$ cat src/rtl/seg_display_driver.sv
// seg_display_driver: converts a 14-bit binary value to four BCD digits with a
// sequential double-dabble engine and time-multiplexes them onto a common-anode
// 4-digit 7-segment display with optional blink and leading-zero blanking.
module seg_display_driver #(
  parameter int SCAN_DIV  = 100000,
  parameter int BLINK_DIV = 50000000,
  parameter int LZ_BLANK  = 0
) (
  input  logic        clk,
  input  logic        reset_n,
  input  logic [13:0] seg_data,
  input  logic [3:0]  dp_mask,
  input  logic        blink_en,
  input  logic        blank,
  output logic [3:0]  an,
  output logic [6:0]  seg,
  output logic        dp,
  output logic        busy
);

  localparam int SCAN_W  = (SCAN_DIV  > 1) ? $clog2(SCAN_DIV)  : 1;
  localparam int BLINK_W = (BLINK_DIV > 1) ? $clog2(BLINK_DIV) : 1;

  typedef enum logic [1:0] {ST_IDLE, ST_SHIFT, ST_LOAD} state_t;

  state_t       state_q;
  logic [13:0]  val_q;
  logic [13:0]  last_q;
  logic [13:0]  bin_q;
  logic [15:0]  bcd_q;
  logic [15:0]  disp_q;
  logic [15:0]  disp_d;
  logic [3:0]   bit_cnt_q;
  logic         pending_q;
  logic         busy_q;
  logic [13:0]  seg_sat;
  logic [15:0]  bcd_adj;

  logic [SCAN_W-1:0]  scan_cnt_q, scan_cnt_d;
  logic [1:0]         idx_q, idx_d;
  logic [BLINK_W-1:0] blink_cnt_q, blink_cnt_d;
  logic               phase_q, phase_d;

  logic [3:0] an_q, an_d;
  logic [6:0] seg_q, seg_d;
  logic       dp_q, dp_d;
  logic [3:0] digit;
  logic       lz_off;
  logic       off;

  // Add 3 to every BCD nibble that is 5 or more, ahead of the left shift.
  function automatic logic [15:0] bcd_adjust(input logic [15:0] v);
    logic [15:0] r;
    r = v;
    for (int n = 0; n < 4; n++) begin
      if (v[n*4 +: 4] >= 4'd5) r[n*4 +: 4] = v[n*4 +: 4] + 4'd3;
    end
    return r;
  endfunction

  // Active-low gfedcba patterns; non-decimal codes light nothing.
  function automatic logic [6:0] seg_decode(input logic [3:0] d);
    case (d)
      4'd0:    return 7'b1000000;
      4'd1:    return 7'b1111001;
      4'd2:    return 7'b0100100;
      4'd3:    return 7'b0110000;
      4'd4:    return 7'b0011001;
      4'd5:    return 7'b0010010;
      4'd6:    return 7'b0000010;
      4'd7:    return 7'b1111000;
      4'd8:    return 7'b0000000;
      4'd9:    return 7'b0010000;
      default: return 7'b1111111;
    endcase
  endfunction

  assign seg_sat = (seg_data > 14'd9999) ? 14'd9999 : seg_data;
  assign bcd_adj = bcd_adjust(bcd_q);

  // Converter FSM: latch a new value, run 14 shift-add-3 steps, then publish all digits at once.
  always_ff @(posedge clk or negedge reset_n) begin
    if (!reset_n) begin
      state_q   <= ST_IDLE;
      pending_q <= 1'b1;
      busy_q    <= 1'b0;
      val_q     <= '0;
      last_q    <= '0;
      bin_q     <= '0;
      bcd_q     <= '0;
      disp_q    <= '0;
      bit_cnt_q <= '0;
    end else begin
      case (state_q)
        ST_IDLE: begin
          if (pending_q || (seg_sat != last_q)) begin
            val_q     <= seg_sat;
            bin_q     <= seg_sat;
            bcd_q     <= '0;
            bit_cnt_q <= '0;
            busy_q    <= 1'b1;
            state_q   <= ST_SHIFT;
          end
        end
        ST_SHIFT: begin
          {bcd_q, bin_q} <= {bcd_adj[14:0], bin_q, 1'b0};
          bit_cnt_q      <= bit_cnt_q + 4'd1;
          if (bit_cnt_q == 4'd13) state_q <= ST_LOAD;
        end
        ST_LOAD: begin
          disp_q    <= bcd_q;
          last_q    <= val_q;
          pending_q <= 1'b0;
          busy_q    <= 1'b0;
          state_q   <= ST_IDLE;
        end
        default: state_q <= ST_IDLE;
      endcase
    end
  end

  // Next-state for scan and blink counters, plus the digit content for the next slot.
  always_comb begin
    disp_d = (state_q == ST_LOAD) ? bcd_q : disp_q;

    scan_cnt_d = scan_cnt_q + SCAN_W'(1);
    idx_d      = idx_q;
    if (scan_cnt_q == SCAN_W'(SCAN_DIV - 1)) begin
      scan_cnt_d = '0;
      idx_d      = idx_q + 2'd1;
    end

    blink_cnt_d = blink_cnt_q + BLINK_W'(1);
    phase_d     = phase_q;
    if (!blink_en) begin
      blink_cnt_d = '0;
      phase_d     = 1'b1;
    end else if (blink_cnt_q == BLINK_W'(BLINK_DIV - 1)) begin
      blink_cnt_d = '0;
      phase_d     = ~phase_q;
    end

    digit = disp_d[{idx_d, 2'b00} +: 4];
    case (idx_d)
      2'd1:    lz_off = (disp_d[15:4]  == 12'd0);
      2'd2:    lz_off = (disp_d[15:8]  == 8'd0);
      2'd3:    lz_off = (disp_d[15:12] == 4'd0);
      default: lz_off = 1'b0;
    endcase
    lz_off = lz_off && (LZ_BLANK != 0);

    off = blank || (blink_en && !phase_d) || lz_off;

    an_d  = 4'b1111;
    seg_d = 7'b1111111;
    dp_d  = 1'b1;
    if (!off) begin
      an_d  = ~(4'b0001 << idx_d);
      seg_d = seg_decode(digit);
      dp_d  = ~dp_mask[idx_d];
    end
  end

  // Scan slot and blink phase state.
  always_ff @(posedge clk or negedge reset_n) begin
    if (!reset_n) begin
      scan_cnt_q  <= '0;
      idx_q       <= '0;
      blink_cnt_q <= '0;
      phase_q     <= 1'b1;
    end else begin
      scan_cnt_q  <= scan_cnt_d;
      idx_q       <= idx_d;
      blink_cnt_q <= blink_cnt_d;
      phase_q     <= phase_d;
    end
  end

  // Anode, segment and decimal-point pins registered together so they switch on the same edge.
  always_ff @(posedge clk or negedge reset_n) begin
    if (!reset_n) begin
      an_q  <= 4'b1111;
      seg_q <= 7'b1111111;
      dp_q  <= 1'b1;
    end else begin
      an_q  <= an_d;
      seg_q <= seg_d;
      dp_q  <= dp_d;
    end
  end

  assign an   = an_q;
  assign seg  = seg_q;
  assign dp   = dp_q;
  assign busy = busy_q;

endmodule

$ cat config.mk
export PLATFORM = sky130hd
export DESIGN_NAME = seg_display_driver
export DESIGN_NICKNAME = d
export VERILOG_FILES = /design/src/rtl/seg_display_driver.sv
export SDC_FILE = /design/constraint.sdc
export NUM_CORES = 1
export LEC_CHECK = 0
export CAP_MARGIN = 20
export CORE_MARGIN = 4
export CORE_UTILIZATION = 50
export DETAILED_ROUTE_END_ITERATION = 16
export PLACE_DENSITY = 0.68
export SLEW_MARGIN = 30
export SYNTH_ARGS = -nofsm -noshare
export SYNTH_HDL_FRONTEND = slang
export SYNTH_SLANG_ARGS = --single-unit
$ cat constraint.sdc
create_clock -name clk -period 4.7 [get_ports clk]
set_input_delay 0.94 -clock clk [delete_from_list [all_inputs] [get_ports clk]]
set_output_delay 0.94 -clock clk [all_outputs]
set_load 0.02 [all_outputs]
======== Word level (Yosys, flattened, before mapping) ========
Memories as Yosys holds them, arrays and structs flattened.
Cells that the tools add are included.
storage, ports and cells
  register bits ........................... 140
  latch bits .............................. 0
  RAM bits ................................ 0
  ROM bits ................................ 112
  input port bits ......................... 22
  output and inout port bits .............. 13
  logic and storage cells ................. 83
  memories kept ........................... 1
memory list
  memory            depth  bits a word  rd ports  clocked after Yosys merged registers in  write ports  line  source
  (name not given)  16     7            1         0                                        0            63    case (d)
cells by class
  $add $sub $neg .......................... 8
  multiply operators ...................... 0
  div/mod/pow operators ................... 0
  $lt $le $gt $ge ......................... 6
  eq/ne operators ......................... 8
  shifts and indexed selects .............. 2
  multiplexer cells ....................... 28
  bitwise logic cells ..................... 3
  reductions and logical operators ........ 11
operators by type and width
  cell                     count
  $mux W26                 2
  $mux W16                 2
  $pmux W16 S2             1
  $mux W14                 2
  $pmux W14 S2             1
  $add A26 B1 Y26 const B  1
  $eq A26 B26 Y1 const B   1
  $mux W4                  5
  $add A17 B1 Y17 const B  1
  $eq A17 B17 Y1 const B   1
  $mux W17                 1
  $ge A4 B3 Y1 const B     4
  $shiftx A16 B5 Y4        1
  $gt A14 B14 Y1 const B   1
  $ne A14 B14 Y1           1
  $add A4 B2 Y4 const B    3
  $pmux W4 S2              1
  $reduce_and A2 Y1        4
  $mux W7                  1
  $mux W2                  3
  $mux W1                  5
  $add A4 B1 Y4 const B    1
  $eq A4 B4 Y1 const B     1
  $ne A2 B2 Y1 const B     2
  other kinds (17)         20

======== Depth between registers and ports, before layout ========
Gate-level depths: netlist of run 1.
  depth after elaboration ................. 7
  gate-level depth with buffers ........... 12
  mapped depth without buffers ............ 11

======== Least setup slack after synthesis of run 1 ========
No wires, ideal clock.
  kind .................................... input to register
  from .................................... in seg_data[6]
  to ...................................... reg bin_q[6]
  setup time .............................. 0.124 ns
  arrival time ............................ 3.245 ns
  data required time ...................... 4.576 ns
  path slack .............................. 1.331 ns
  stages .................................. 9
  path buffers ............................ 2
  cells stage by stage .................... or4_4 a21o_1 buf_6 or4_1 a32o_1 o21ai_4 buf_6 nor3_1 a211o_1
on the way
  cells in the longest elaborated chain, start to end .. 6
  elaborated cells between the ends (all ways) .. 8
  classes of those cells .................. 1 x order compare; 2 x eq/ne; 3 x mux; 2 x reduce/logical
RTL lines
  element                      line  source
  start: declaration           11    input logic [13:0] seg_data,
  $gt A14 B14 Y1               78    assign seg_sat = (seg_data > 14'd9999) ? 14'd9999 : seg_data;
  $mux W14 (*)                 78
  $ne A14 B14 Y1               96    if (pending_q || (seg_sat != last_q)) begin
  $logic_or A1 B1 Y1           96
  $ne A2 B2 Y1 (no line)       -
  $reduce_and A2 Y1 (no line)  -
  end signal: assignment       98    bin_q <= seg_sat;
  end signal: assignment       106   {bcd_q, bin_q} <= {bcd_adj[14:0], bin_q, 1'b0};
  end: declaration             29    logic [13:0] bin_q;
Every way passes the cells marked *; elsewhere a longest branch is shown, timed or not. The select of a mux whose other input is x is not followed.
A chain may end at the register's enable or synchronous reset.

======== Worst setup path after layout of run 1 ========
  from .................................... in seg_data[6]
  to ...................................... reg bin_q[5]
The elaborated chain is that of the path after synthesis.

==> metrics.txt, run 1 <==
status=completed; Setup-failing EPs final=0; power per cell area=536.3 mW/mm2; worst hold slack=0.4106 ns; cell row count=43; Hold Path Class=in -> async; FF-to-FF Start=scan_cnt_q[6]; I/O Buffers=34; Final WS setup=0.8826 ns; Yosys reg bits=140; effective utilization at floorplan=50.69%; critical path arrival=4.18 ns; Final min period=3.817 ns; crit path capture type=flip-flop; register area share after synthesis=50.23%; Worst Path Buf+Inv=3; GRT Overall Usage=19.04%; Cell Area, Placed=0.007503 mm2; critical-path cell list=clkdlybuf4s50_1 > or4_4 > a21o_1 > a2111oi_0 > o2111ai_1 > o21ai_4 > buf_4 > buf_4 > and3_1 > a211o_1; # clock sinks=140; Worst setup SP type=primary input; total CTS buffers=17; DP Worst Slack=0.6175 ns; Syn. warnings=0; largest net degree at the start of global routing=111; Worst Path Required=5.06 ns; Vias/cell=~5.7; Clock Pin Slew Worst Setup and Hold Paths=0.06 ns; initial antenna violation count=0; layout cells sized above 1=11.26%; Die H=126.4 um; Most used DFF post-synth=dfrtp_1; Post-layout nets=763; Fin Setup TNS=0 ns; Worst Path Max Fanout=16; hold_buf cts=0; Setup CP Type=in -> reg; Crit path max-delay family=compound AO/OA/AOI/OAI gates; slowest stage delay, CP=0.57 ns; htree depth=4; routability-driven placement congestion ratio=0.9133; die width=126.4 um; MaxCap Viol Count=0; CTS Root Cell=clkbuf_16; WL/cell=15.97 um; static leakage=0.003570 uW; Cells after Synth=between 600 and 700; Starting DRT DRC Count=about 470; slew margin rel.=36.86%; Final Hold Viols=0; Final ANT Viol Nets=0; cts repair resizes=0; half-perimeter wire length after placement=9894 um; Register-to-Register Path Depth=11; GRT Residual Overflow=0; DRC=0; core area=0.01383 mm2; ant diodes=0; clock skew=between 0.006 and 0.007 ns; Filler cells=1,132; Worst-Margin Slew=0.9471 ns; Async SR Flop Fraction=100.0%; VDD IR-drop max=between 0.3 and 0.4 mV; Syn Area/Cell=between 10 and 15 um2; netlist area before placement=0.007009 mm2; most frequent CP cell=buf_4; reg2reg end=seg[3]; Crit. Startpoint=seg_data[6]; CP max-delay cell=or4_4; Netlist cell types=60; RSZ-0062 raised after global routing=false; Max Fclk=~260 MHz; CTS tree=done; routed wire length=between 10,000 and 15,000 um; Pre-antenna DRT Iters=5; routed vias=5,214; r2r setup slk=1.18 ns; Post-synth EDFFs=0; area of the die=0.01598 mm2; Final Cell Area=0.008115 mm2; syn_nets=about 730; Post-CTS Setup Bufs=0; vias in the first global route=between 5k and 6k; later-pin clock latency in the skew report=0.42 ns; global-route wire length before repair=24,880 um; Max clock buf depth=2; Final Max Slew Viols=0; synthesis-to-finish area growth=15.78%; period utilization=81.22%; Boundary Pins=35
==> logic make-up after synthesis <==
group / count (synthesis) / synth area share, %
flops: 140 / 50.23
simple gates: 252 / 18.12
buf+inv: 65 / 4.034
mux: 36 / 5.909
compound gates: 126 / 11.92
xor+xnor: 54 / 6.748
fa+ha+maj: 17 / 3.035
==> worst max-delay path by stage <==
stage / endpoint / slack (ns) / depth (start not counted)
detailed placement: bin_q[5] / 0.62 / 10
CTS: bin_q[5] / 0.94 / 10
finish: bin_q[5] / 0.88 / 10
global placement: bin_q[4] / 0.69 / 10
global route: bcd_q[9] / 0.71 / 10
floorplan: bin_q[6] / 1.33 / 9
==> flip-flops by register name, summed over array words and instances, names as in the netlist <==
register and cells:
phase_q 1, seg 7, bcd_q 16, disp_q 16, busy 1, val_q 14
pending_q 1, state_q 2, an 4, blink_cnt_q 26, bit_cnt_q 4, dp 1
bin_q 14, scan_cnt_q 17, last_q 14, idx_q 2
==> through the flow <==
| stage | power (uW) | cells | util [%] |
|---|---|---|---|
| global route | 4649 | 917 | 58.69 |
| detailed placement | 3031 | 884 | 54.27 |
| finish | 4353 | 917 | 58.69 |
| floorplan | 2648 | 690 | - |
| CTS | 4385 | 916 | 58.47 |
| global placement | 2953 | 884 | 54.27 |
==> worst reg2reg max path, delay by kind of cell (launching register included) <==
| kind | cells | cell delay, ns |
|---|---|---|
| AOI/OAI and AO/OA | 3 | 1.07 |
| adders and majority gates | 1 | 0.34 |
| buffers and inverters | 3 | 0.53 |
| DFF | 1 | 0.43 |
| and+or+nand+nor | 4 | 1.03 |
==> layout make-up <==
class | instances | area (um2) | area share, %
Timing Repair Buffer | 44 | 439.2 | 5.412
Multi-Input combinational cell | 485 | 3213 | 39.59
Tap cell | 180 | 225.2 | 2.775
Clock inverter | 7 | 116.4 | 1.434
Sequential cell | 140 | 3521 | 43.39
Inverter | 36 | 135.1 | 1.665
Clock buffer | 25 | 465.4 | 5.735
==> cells in the mapped netlist, drive strengths merged, types with 2 or more instances <==
cell / number / share of area, %
xor2: 28 / 3.5
o31ai: 5 / 0.61
nand3: 36 / 2.6
nor2b: 9 / 0.80
nor2: 67 / 3.6
dfrtp: 126 / 45
or3: 6 / 0.54
o22a: 4 / 0.50
mux2i: 11 / 1.6
a21oi: 21 / 1.5
dfstp: 14 / 5.2
o22ai: 2 / 0.18
xnor2: 26 / 3.2
nor3: 16 / 1.1
nand4: 21 / 1.9
buf: 9 / 1.0
ha: 17 / 3.0
clkbuf: 20 / 1.1
o2111ai: 5 / 0.62
mux2: 23 / 3.7
o21ai: 43 / 3.2
o211ai: 10 / 1.1
or2: 2 / 0.18
a2111oi: 2 / 0.25
nand2: 43 / 2.3
a211o: 6 / 0.75
mux4: 2 / 0.64
o21a: 4 / 0.43
nor3b: 2 / 0.21
and2: 8 / 0.71
nor4b: 3 / 0.37
nand2b: 10 / 0.89
a211oi: 3 / 0.32
and4: 4 / 0.50
or4: 2 / 0.27
a21o: 9 / 0.96
and3: 14 / 1.2
inv: 36 / 1.9
nor4: 6 / 0.54
==> placed cells by master (no fill, tap or decap), drive strengths merged, types with 4 or more instances in the layout <==
cell type / Yosys / final
a211o: 6 / 6
a21o: 9 / 9
a21oi: 21 / 21
and2: 8 / 8
and3: 14 / 14
and4: 4 / 4
buf: 9 / 10
clkbuf: 20 / 26
clkdlybuf4s50: 0 / 33
dfrtp: 126 / 126
dfstp: 14 / 14
ha: 17 / 17
inv: 36 / 36
mux2: 23 / 23
mux2i: 11 / 11
nand2: 43 / 43
nand2b: 10 / 10
nand3: 36 / 36
nand4: 21 / 21
nor2: 67 / 67
nor2b: 9 / 9
nor3: 16 / 16
nor4: 6 / 6
o2111ai: 5 / 5
o211ai: 10 / 10
o21a: 4 / 4
o21ai: 43 / 43
o22a: 4 / 4
o31ai: 5 / 5
or3: 6 / 6
xnor2: 26 / 26
xor2: 28 / 28
==> where the power goes <==
| part | internal [uW] | switching (uW) | total [uW] |
|---|---|---|---|
| Sequential | 1540 | 234 | 1770 |
| Combinational | 549 | 694 | 1240 |
| Clock | 847 | 488 | 1340 |
==> layer usage <==
layer | part of all wire (%) | wire, um | global-route usage, %
met5 | 0 | 0 | 0
met4 | 1.3 | 190 | 5.237
met3 | 4.1 | 594 | 5.095
met2 | 49 | 7123 | 30.39
met1 | 46 | 6737 | 25.87
Power figures use the tool's default switching activity.
==> run 2, diff against run 1 <==
clock period = 3.63 ns   (was 4.7 ns; I/O delays follow)
==> metrics.txt, run 2 (synthesis gave the netlist of run 1 again) <==
Die H=approximately 130 um; Final Max Slew Viols=0; slowest stage delay, CP=~0.54 ns; slew margin rel.=39.07%; GRT Overall Usage=18.94%; static leakage=0.003651 uW; Boundary Pins=35; critical-path cell list=clkdlybuf4s50_1 > or4_4 > a21o_1 > or4_1 > a32o_1 > o21ai_4 > buf_4 > nor3_1 > nor3_1; Setup-failing EPs final=0; Setup CP Type=in -> reg; most frequent CP cell=nor3_1; Vias/cell=5.629; hold_buf cts=0; CP max-delay cell=or4_4; area taken by multi-input logic gates=~0.0032 mm2; Worst setup SP type=primary input; period utilization=89.64%; synthesis-to-finish area growth=17.65%; Post-CTS Setup Bufs=0; Worst-Margin Slew=0.9140 ns; Largest regs=blink_cnt_q x26, scan_cnt_q x17; RSZ-0062 raised after global routing=false; Worst Path Required=3.96 ns; cell row count=43; Post-layout nets=775; Clock Pin Slew Worst Setup and Hold Paths=0.06 ns; Final min period=3.254 ns; effective utilization at floorplan=roughly 51%; CTS Root Cell=clkbuf_16; # clock sinks=140; GRT Residual Overflow=0; status=completed; global-route wire length before repair=24,830 um; Hold Path Class=in -> async; vias in the first global route=5,238; Non-Filler Instances=929; later-pin clock latency in the skew report=between 0.4 and 0.5 ns; Max clock buf depth=2; crit path capture type=flip-flop; Max Fclk=between 300 and 400 MHz; half-perimeter wire length after placement=10,260 um; htree depth=4; max FFs per register=26; WL/cell=15.71 um; Final Cell Area=0.008247 mm2; I/O Buffers=34; Pre-antenna DRT Iters=7; CTS tree=done; core area=around 0.014 mm2; r2r setup slk=0.41 ns; routed vias=approximately 5.2k; Reg area=0.003521 mm2; power per cell area=699.7 mW/mm2; Final ANT Viol Nets=0; total CTS buffers=17; Worst Path Max Fanout=14; Biggest register=blink_cnt_q; routed wire length=around 15,000 um; routability-driven placement congestion ratio=0.8486; final core occ=59.64%; reg2reg end=seg[3]; die width=126.4 um; clock skew=0.008175 ns; largest net degree at the start of global routing=84; FF-to-FF Start=scan_cnt_q[5]; most frequent cells in the layout=126 x dfrtp_1, 67 x nor2_1, 43 x nand2_1; initial antenna violation count=0; Register-to-Register Path Depth=11; Starting DRT DRC Count=291; cts repair resizes=0; MaxCap Viol Count=0; layout cells sized above 1=13.08%; ant diodes=0; Final Hold Viols=0; Filler cells=~1.1k; DRC=0; VDD IR-drop max=0.4426 mV; area of the die=0.01598 mm2; Cells after DPL=roughly 900; commonest non-fill, non-tap cell in the layout=dfrtp_1; critical path arrival=about 3.6 ns; Cell Area, Placed=0.007614 mm2
[run 2: worst max-delay path: cells and delay by family]
family / cells / cell delay (ns)
and+or+nand+nor: 4 / 1.28
AOI/OAI and AO/OA: 3 / 0.91
buffers and inverters: 2 / 0.66
[run 2: cell type report]
type                            instances  share of cell area [%]
Tap cell                              180                   2.731
Clock buffer                           25                   6.008
Clock inverter                          7                   1.669
Timing Repair Buffer                   56                   6.296
Inverter                               36                   1.639
Multi-Input combinational cell        485                   38.96
Sequential cell                       140                   42.69
[run 2: metrics by stage]
step           total power, uW  setup WS [ns]  setup TNS (ns)  hold WS (ns)
3_5_place_dp              3946       -0.06475         -0.1174        0.4641
6_report                  5770         0.3760               0        0.3463
5_1_grt                   6126        0.09277               0        0.4086
3_3_place_gp              3853        0.03880               0        0.4588
2_1_floorplan             3429         0.4747               0        0.4304
4_1_cts                   5804         0.3779               0        0.3743
[run 2: worst max path at each step]
stage,slack (ns),cells past startpoint,to,startpoint
6_report,0.38,9,bin_q[10],seg_data[6]
2_1_floorplan,0.47,9,bin_q[6],seg_data[6]
5_1_grt,0.09,11,seg[3],scan_cnt_q[6]
3_5_place_dp,-0.06,10,bin_q[10],seg_data[6]
3_3_place_gp,0.04,9,bin_q[10],seg_data[6]
4_1_cts,0.38,9,bin_q[10],seg_data[6]
[run 2: per-layer routing]
metal  up-vias  part of all wire (%)  global-route usage [%]
met3        22                   3.5                   4.379
met4         0                   1.5                   6.057
met5         -                     0                       0
met1      2605                    47                   24.76
met2        92                    48                   31.41
li1       2510                     -                       -
[run 2: power by group]
part / switching (uW) / leakage, uW / internal, uW / total [uW]
sequential: 303 / 0.00175 / 1990 / 2300
clock: 633 / 0.000307 / 1220 / 1850
combinational: 886 / 0.00159 / 732 / 1620
total: 1820 / 0.00365 / 3950 / 5770
